`src/rtl/clk_gate_en_ctrl_pkg.sv`:
```
// Shared types for the downstream clock-enable controller.
// The state encoding doubles as the state_o debug value.
package clk_gate_en_ctrl_pkg;

  typedef enum logic [1:0] {
    ST_OFF  = 2'd0,
    ST_WAKE = 2'd1,
    ST_ON   = 2'd2,
    ST_HYST = 2'd3
  } clk_gate_state_t;

  localparam logic [1:0] ENC_OFF  = 2'd0;
  localparam logic [1:0] ENC_WAKE = 2'd1;
  localparam logic [1:0] ENC_ON   = 2'd2;
  localparam logic [1:0] ENC_HYST = 2'd3;

  function automatic logic state_clk_en(input clk_gate_state_t s);
    return (s != ST_OFF);
  endfunction

endpackage

```
`src/rtl/clk_gate_en_ctrl_cnt.sv`:
```
// Loadable down-counter that holds at zero instead of wrapping.
module clk_gate_en_ctrl_cnt #(
  parameter int W = 8
) (
  input  logic         clk,
  input  logic         rst,
  input  logic         load,
  input  logic         dec,
  input  logic [W-1:0] load_val,
  output logic [W-1:0] count
);

  always_ff @(posedge clk) begin
    if (rst) begin
      count <= '0;
    end else if (load) begin
      count <= load_val;
    end else if (dec && (count != '0)) begin
      count <= count - 1'b1;
    end
  end

endmodule

```
`src/rtl/clk_gate_en_ctrl.sv`:
```
// Sequences the enable of a downstream clock gate: wake delay on request,
// idle hysteresis before shutting the clock off again.
//
//   state | meaning
//   OFF   | downstream clock disabled, waiting for wake_req or force_on
//   WAKE  | clock enabled, counting out cfg_wake_dly before declaring ON
//   ON    | clock running, requests acknowledged
//   HYST  | downstream idle, counting out cfg_hyst before turning off
module clk_gate_en_ctrl
  import clk_gate_en_ctrl_pkg::*;
#(
  parameter int HYST_W = 8,
  parameter int DLY_W  = 4
) (
  input  logic              clk,
  input  logic              rst,
  input  logic              wake_req,
  input  logic              force_on,
  input  logic              idle,
  input  logic [DLY_W-1:0]  cfg_wake_dly,
  input  logic [HYST_W-1:0] cfg_hyst,
  output logic              clk_en,
  output logic              wake_ack,
  output logic [1:0]        state_o
);

  localparam int CW = (HYST_W > DLY_W) ? HYST_W : DLY_W;

  clk_gate_state_t state, state_nxt;
  logic            cnt_load;
  logic            cnt_dec;
  logic [CW-1:0]   cnt_load_val;
  logic [CW-1:0]   cnt;
  logic            cnt_zero;
  logic            keep_on;

  assign cnt_zero = (cnt == '0);
  assign keep_on  = wake_req | force_on;

  clk_gate_en_ctrl_cnt #(.W(CW)) u_cnt (
    .clk      (clk),
    .rst      (rst),
    .load     (cnt_load),
    .dec      (cnt_dec),
    .load_val (cnt_load_val),
    .count    (cnt)
  );

  always_comb begin
    state_nxt    = state;
    cnt_load     = 1'b0;
    cnt_dec      = 1'b0;
    cnt_load_val = '0;
    case (state)
      ST_OFF: begin
        if (keep_on) begin
          state_nxt    = ST_WAKE;
          cnt_load     = 1'b1;
          cnt_load_val = CW'(cfg_wake_dly);
        end
      end
      ST_WAKE: begin
        if (cnt_zero) state_nxt = ST_ON;
        else          cnt_dec   = 1'b1;
      end
      ST_ON: begin
        if (idle && !keep_on) begin
          state_nxt    = ST_HYST;
          cnt_load     = 1'b1;
          cnt_load_val = CW'(cfg_hyst);
        end
      end
      ST_HYST: begin
        // Any sign of activity beats expiry in the same cycle.
        if (keep_on || !idle) state_nxt = ST_ON;
        else if (cnt_zero)    state_nxt = ST_OFF;
        else                  cnt_dec   = 1'b1;
      end
      default: state_nxt = ST_OFF;
    endcase
  end

  // clk_en comes from next-state so it is a clean flop output aligned with state.
  always_ff @(posedge clk) begin
    if (rst) begin
      state    <= ST_OFF;
      clk_en   <= 1'b0;
      wake_ack <= 1'b0;
    end else begin
      state    <= state_nxt;
      clk_en   <= state_clk_en(state_nxt);
      wake_ack <= ((state == ST_ON) || (state == ST_HYST)) && wake_req;
    end
  end

  assign state_o = state;

endmodule

```
`config.mk`:
```
export PLATFORM = sky130hd
export DESIGN_NAME = clk_gate_en_ctrl
export DESIGN_NICKNAME = d
export VERILOG_FILES = /design/src/rtl/clk_gate_en_ctrl_pkg.sv /design/src/rtl/clk_gate_en_ctrl_cnt.sv /design/src/rtl/clk_gate_en_ctrl.sv
export SDC_FILE = /design/constraint.sdc
export NUM_CORES = 1
export LEC_CHECK = 0
export CORE_UTILIZATION = 42
export CTS_CLUSTER_DIAMETER = 80
export DETAILED_ROUTE_END_ITERATION = 12
export PLACE_DENSITY = 0.73
export SETUP_SLACK_MARGIN = 0.02
export SKIP_LAST_GASP = 1
export SYNTH_ARGS = -nofsm -noshare
export SYNTH_HDL_FRONTEND = slang
export SYNTH_SLANG_ARGS = --single-unit
export TNS_END_PERCENT = 5
```
`constraint.sdc`:
```
create_clock -name clk -period 1.3 [get_ports clk]
set_input_delay 0.13 -clock clk [delete_from_list [all_inputs] [get_ports clk]]
set_output_delay 0.13 -clock clk [all_outputs]
set_load 0.005 [all_outputs]
```
==> flow_metrics.env <==
export IMPL_min_delay_path_class="in -> reg"
export IMPL_n_antenna_cell=0
export IMPL_async_flop_share_pct=0
export IMPL_final_area_um2=1366
export IMPL_cts_max_level=1
export IMPL_timing_hold_worst_path_depth=4
export IMPL_start_kind="flip-flop"
export IMPL_clock_sinks=12
export IMPL_vias=944
export IMPL_synth_warnings=0
export IMPL_hp_start="wake_req"
export IMPL_port_buffers=20
export IMPL_routed_wirelength_mm=2.562
export IMPL_rr_endpoint="u_cnt.count[0]$_SDFFE_PP0P_"
export IMPL_hold_viol=0
export IMPL_synth_area_leaders="dfxtp_1 30%, a311oi_2 5.6%, a21oi_1 4.4%"
export IMPL_p_leak_nw=0.5566
export IMPL_finalSetupTns_ns=-2.381
export IMPL_cts_tree="built"
export IMPL_die_h_um=45.63
export IMPL_antenna_left=0
export IMPL_finalMaxSlewViolations=0
export IMPL_gr_usage_all_layers_pct=26.70
export IMPL_post_place_ws_ns=-0.5200
export IMPL_switchingPower_mw=1.236
export IMPL_utilization_pct=77.45
export IMPL_place_gp_congestion=0.8915
export IMPL_grt_antenna_before_repair=0
export IMPL_rows=15
export IMPL_grt_ovfl_total=0
export IMPL_rsz0062_at_grt="yes"
export IMPL_synth_top_cell_by_area="dfxtp_1"
export IMPL_routed_via_density=5.653
export IMPL_die_x_um=45.63
export IMPL_synth_top_area_share_pct=30.05
export IMPL_fillerInstances=138
export IMPL_wl_per_cell_um=15.34
export IMPL_timing_critical_path_to_type="output port"
export IMPL_combPwrFrac_pct=69.9
export IMPL_critPathMaxFanout=5
export IMPL_setup_ws_ns=-0.2527
export IMPL_mostFrequentLayoutCells="28 x buf_4, 19 x clkdlybuf4s50_1, 8 x dfxtp_1"
export IMPL_worst_hold_slack_ns=0.3753
export IMPL_synth_seq_area_share_pct=30.05
export IMPL_clock_power_share_pct=7.7
export IMPL_status="complete, but fails checks"
export IMPL_arrival_ns=1.42
export IMPL_placed_cell_area_um2=1200
export IMPL_sw_frac_of_total_pct=41.06
export IMPL_die_area_um2=2082
export IMPL_failed_checks="setup timing"
export IMPL_synth_area_um2=799.5
export IMPL_start_util_pct=45.32
export IMPL_peakVddDrop_mv=1.465
export IMPL_dp_hpwl_mm=1.762
export IMPL_core_area_um2=1764
export IMPL_crit_required_ns=1.17
export IMPL_critPathKind="reg -> out"
export IMPL_route_detailed_drc=0
export IMPL_layout_cells_non_filler=167
export IMPL_synth_edff_count=0
export IMPL_syn_num_nets=112
export IMPL_synth_ff_type="dfxtp_1"
export IMPL_yosysUniqueCellTypes=45
export IMPL_min_period_ns=1.553
export IMPL_synth_seq_cells=12
export IMPL_syn_area_per_cell_um2=8.597
export IMPL_numCtsBuffers=3
export IMPL_cts_root_buf="clkbuf_4"
export IMPL_ioPinCount=21
export IMPL_hold_end="wake_ack$_SDFF_PP0_"
export IMPL_drive_gt1_share_pct=42.25
export IMPL_r2r_setup_slack_ns=-0.24
export IMPL_power_frac_seq_pct=22.5
export IMPL_drt_iter0_drc=27
export IMPL_cap_violations=0
export IMPL_grt_pass1_vias=857
export IMPL_worstSkewPairLatency_ns=0.27
export IMPL_tightest_slew_ns=0.3445
export IMPL_p_int_mw=1.774
export IMPL_slew_headroom_pct=76.91
export IMPL_p_total_mw=3.010
export IMPL_clkSlewWorstSetupHoldPaths_ns=0.07
export IMPL_place_inst=156
export IMPL_r2r_start="u_cnt.count[0]$_SDFFE_PP0P_"
export IMPL_grt_start_max_net_pins=10
export IMPL_powerDensity_nw_per_um2=2203
export IMPL_fin_crit_sh_pct=119.4
export IMPL_cts_buffer_depth=2
export IMPL_reg2reg_depth=8
export IMPL_layout_commonest_cell="buf_4"
export IMPL_clock_skew_ns=0.003617
export IMPL_layout_nets=163
export IMPL_fmax_mhz=644.0
export IMPL_firstDrtPassIters=4
export IMPL_grt_pass1_wl_mm=3.974
export IMPL_syn_inst=93
export IMPL_cts_hold_buf=0
export IMPL_setup_viol=13
export IMPL_syn_to_final_growth_pct=70.89
synthesized netlist by cell type (all sizes together) (3+ instances only):
master	instances
buf	4
a21oi	7
nor2	6
nor3	3
a311oi	4
nand2	6
a22oi	4
dfxtp	12
o21ai	3
inv	5
worst max-delay path, stage by stage (launching register included):
cell	delay [ns]
dfxtp_2	0.40
buf_4	0.14
buf_4	0.11
clkdlybuf4s50_1	0.50
logic make-up (layout without fill, tap and decap cells):
logic type | count (synthesis) | in the layout | share of synthesized area (%)
buffers and inverters | 11 | 60 | 6.571
xor gates and xnor gates | 1 | 1 | 1.096
adders and majority gates | 2 | 2 | 3.129
and+or+nand+nor | 33 | 33 | 23.47
AOI/OAI and AO/OA | 33 | 33 | 34.43
DFF | 12 | 12 | 30.05
muxes | 1 | 1 | 1.252
worst max path at each step:
| stage | slack (ns) | startpoint | cells past startpoint | end |
|---|---|---|---|---|
| 6_report | -0.25 | state_o[1]$_SDFF_PP0_ | 3 | state_o[1] |
| 3_3_place_gp | -0.47 | force_on | 6 | u_cnt.count[6]$_SDFFE_PP0P_ |
| 3_5_place_dp | -0.52 | force_on | 6 | u_cnt.count[0]$_SDFFE_PP0P_ |
| 2_1_floorplan | -0.06 | u_cnt.count[0]$_SDFFE_PP0P_ | 5 | u_cnt.count[7]$_SDFFE_PP0P_ |
| 4_1_cts | -0.22 | u_cnt.count[0]$_SDFFE_PP0P_ | 7 | u_cnt.count[0]$_SDFFE_PP0P_ |
| 5_1_grt | -0.31 | u_cnt.count[0]$_SDFFE_PP0P_ | 8 | u_cnt.count[3]$_SDFFE_PP0P_ |
repair_timing:
action,CTS,global route
hold endpoints to repair,0,0
setup buffers,4,3
cloned,1,0
endpoints found under the setup margin,13,13
pin swaps,6,4
resized for setup,14,8
sequential cells by signal, summed over array words and instances (netlist names):
| signal | count |
|---|---|
| clk_en | 1 |
| u_cnt.count | 8 |
| state_o | 2 |
| wake_ack | 1 |
power by group through the flow:
stage	combinational (mW)	clock (mW)	sequential, mW
after floorplan	1.15	0	0.629
after global placement	1.68	0	0.635
after detailed placement	1.72	0	0.639
after CTS	1.91	0.239	0.664
after global routing	2.25	0.252	0.692
final	2.10	0.231	0.676
routing by layer:
metal / vias up / part of all wire [%] / track usage [%]
met5: - / 0 / 0
met4: 0 / 1.1 / 3.636
met3: 4 / 3.6 / 5.952
met1: 451 / 45 / 35.32
li1: 462 / - / -
met2: 27 / 50 / 44.86
cell type report:
type	instances	area [µm²]	share of cell area, %
Timing Repair Buffer	52	454.2	33.24
Tap cell	25	31.28	2.289
Sequential cell	12	245.2	17.95
Multi-Input combinational cell	70	594.3	43.50
Inverter	5	18.77	1.374
Clock buffer	3	22.52	1.648
No activity file was read; power rests on OpenSTA's default activity.
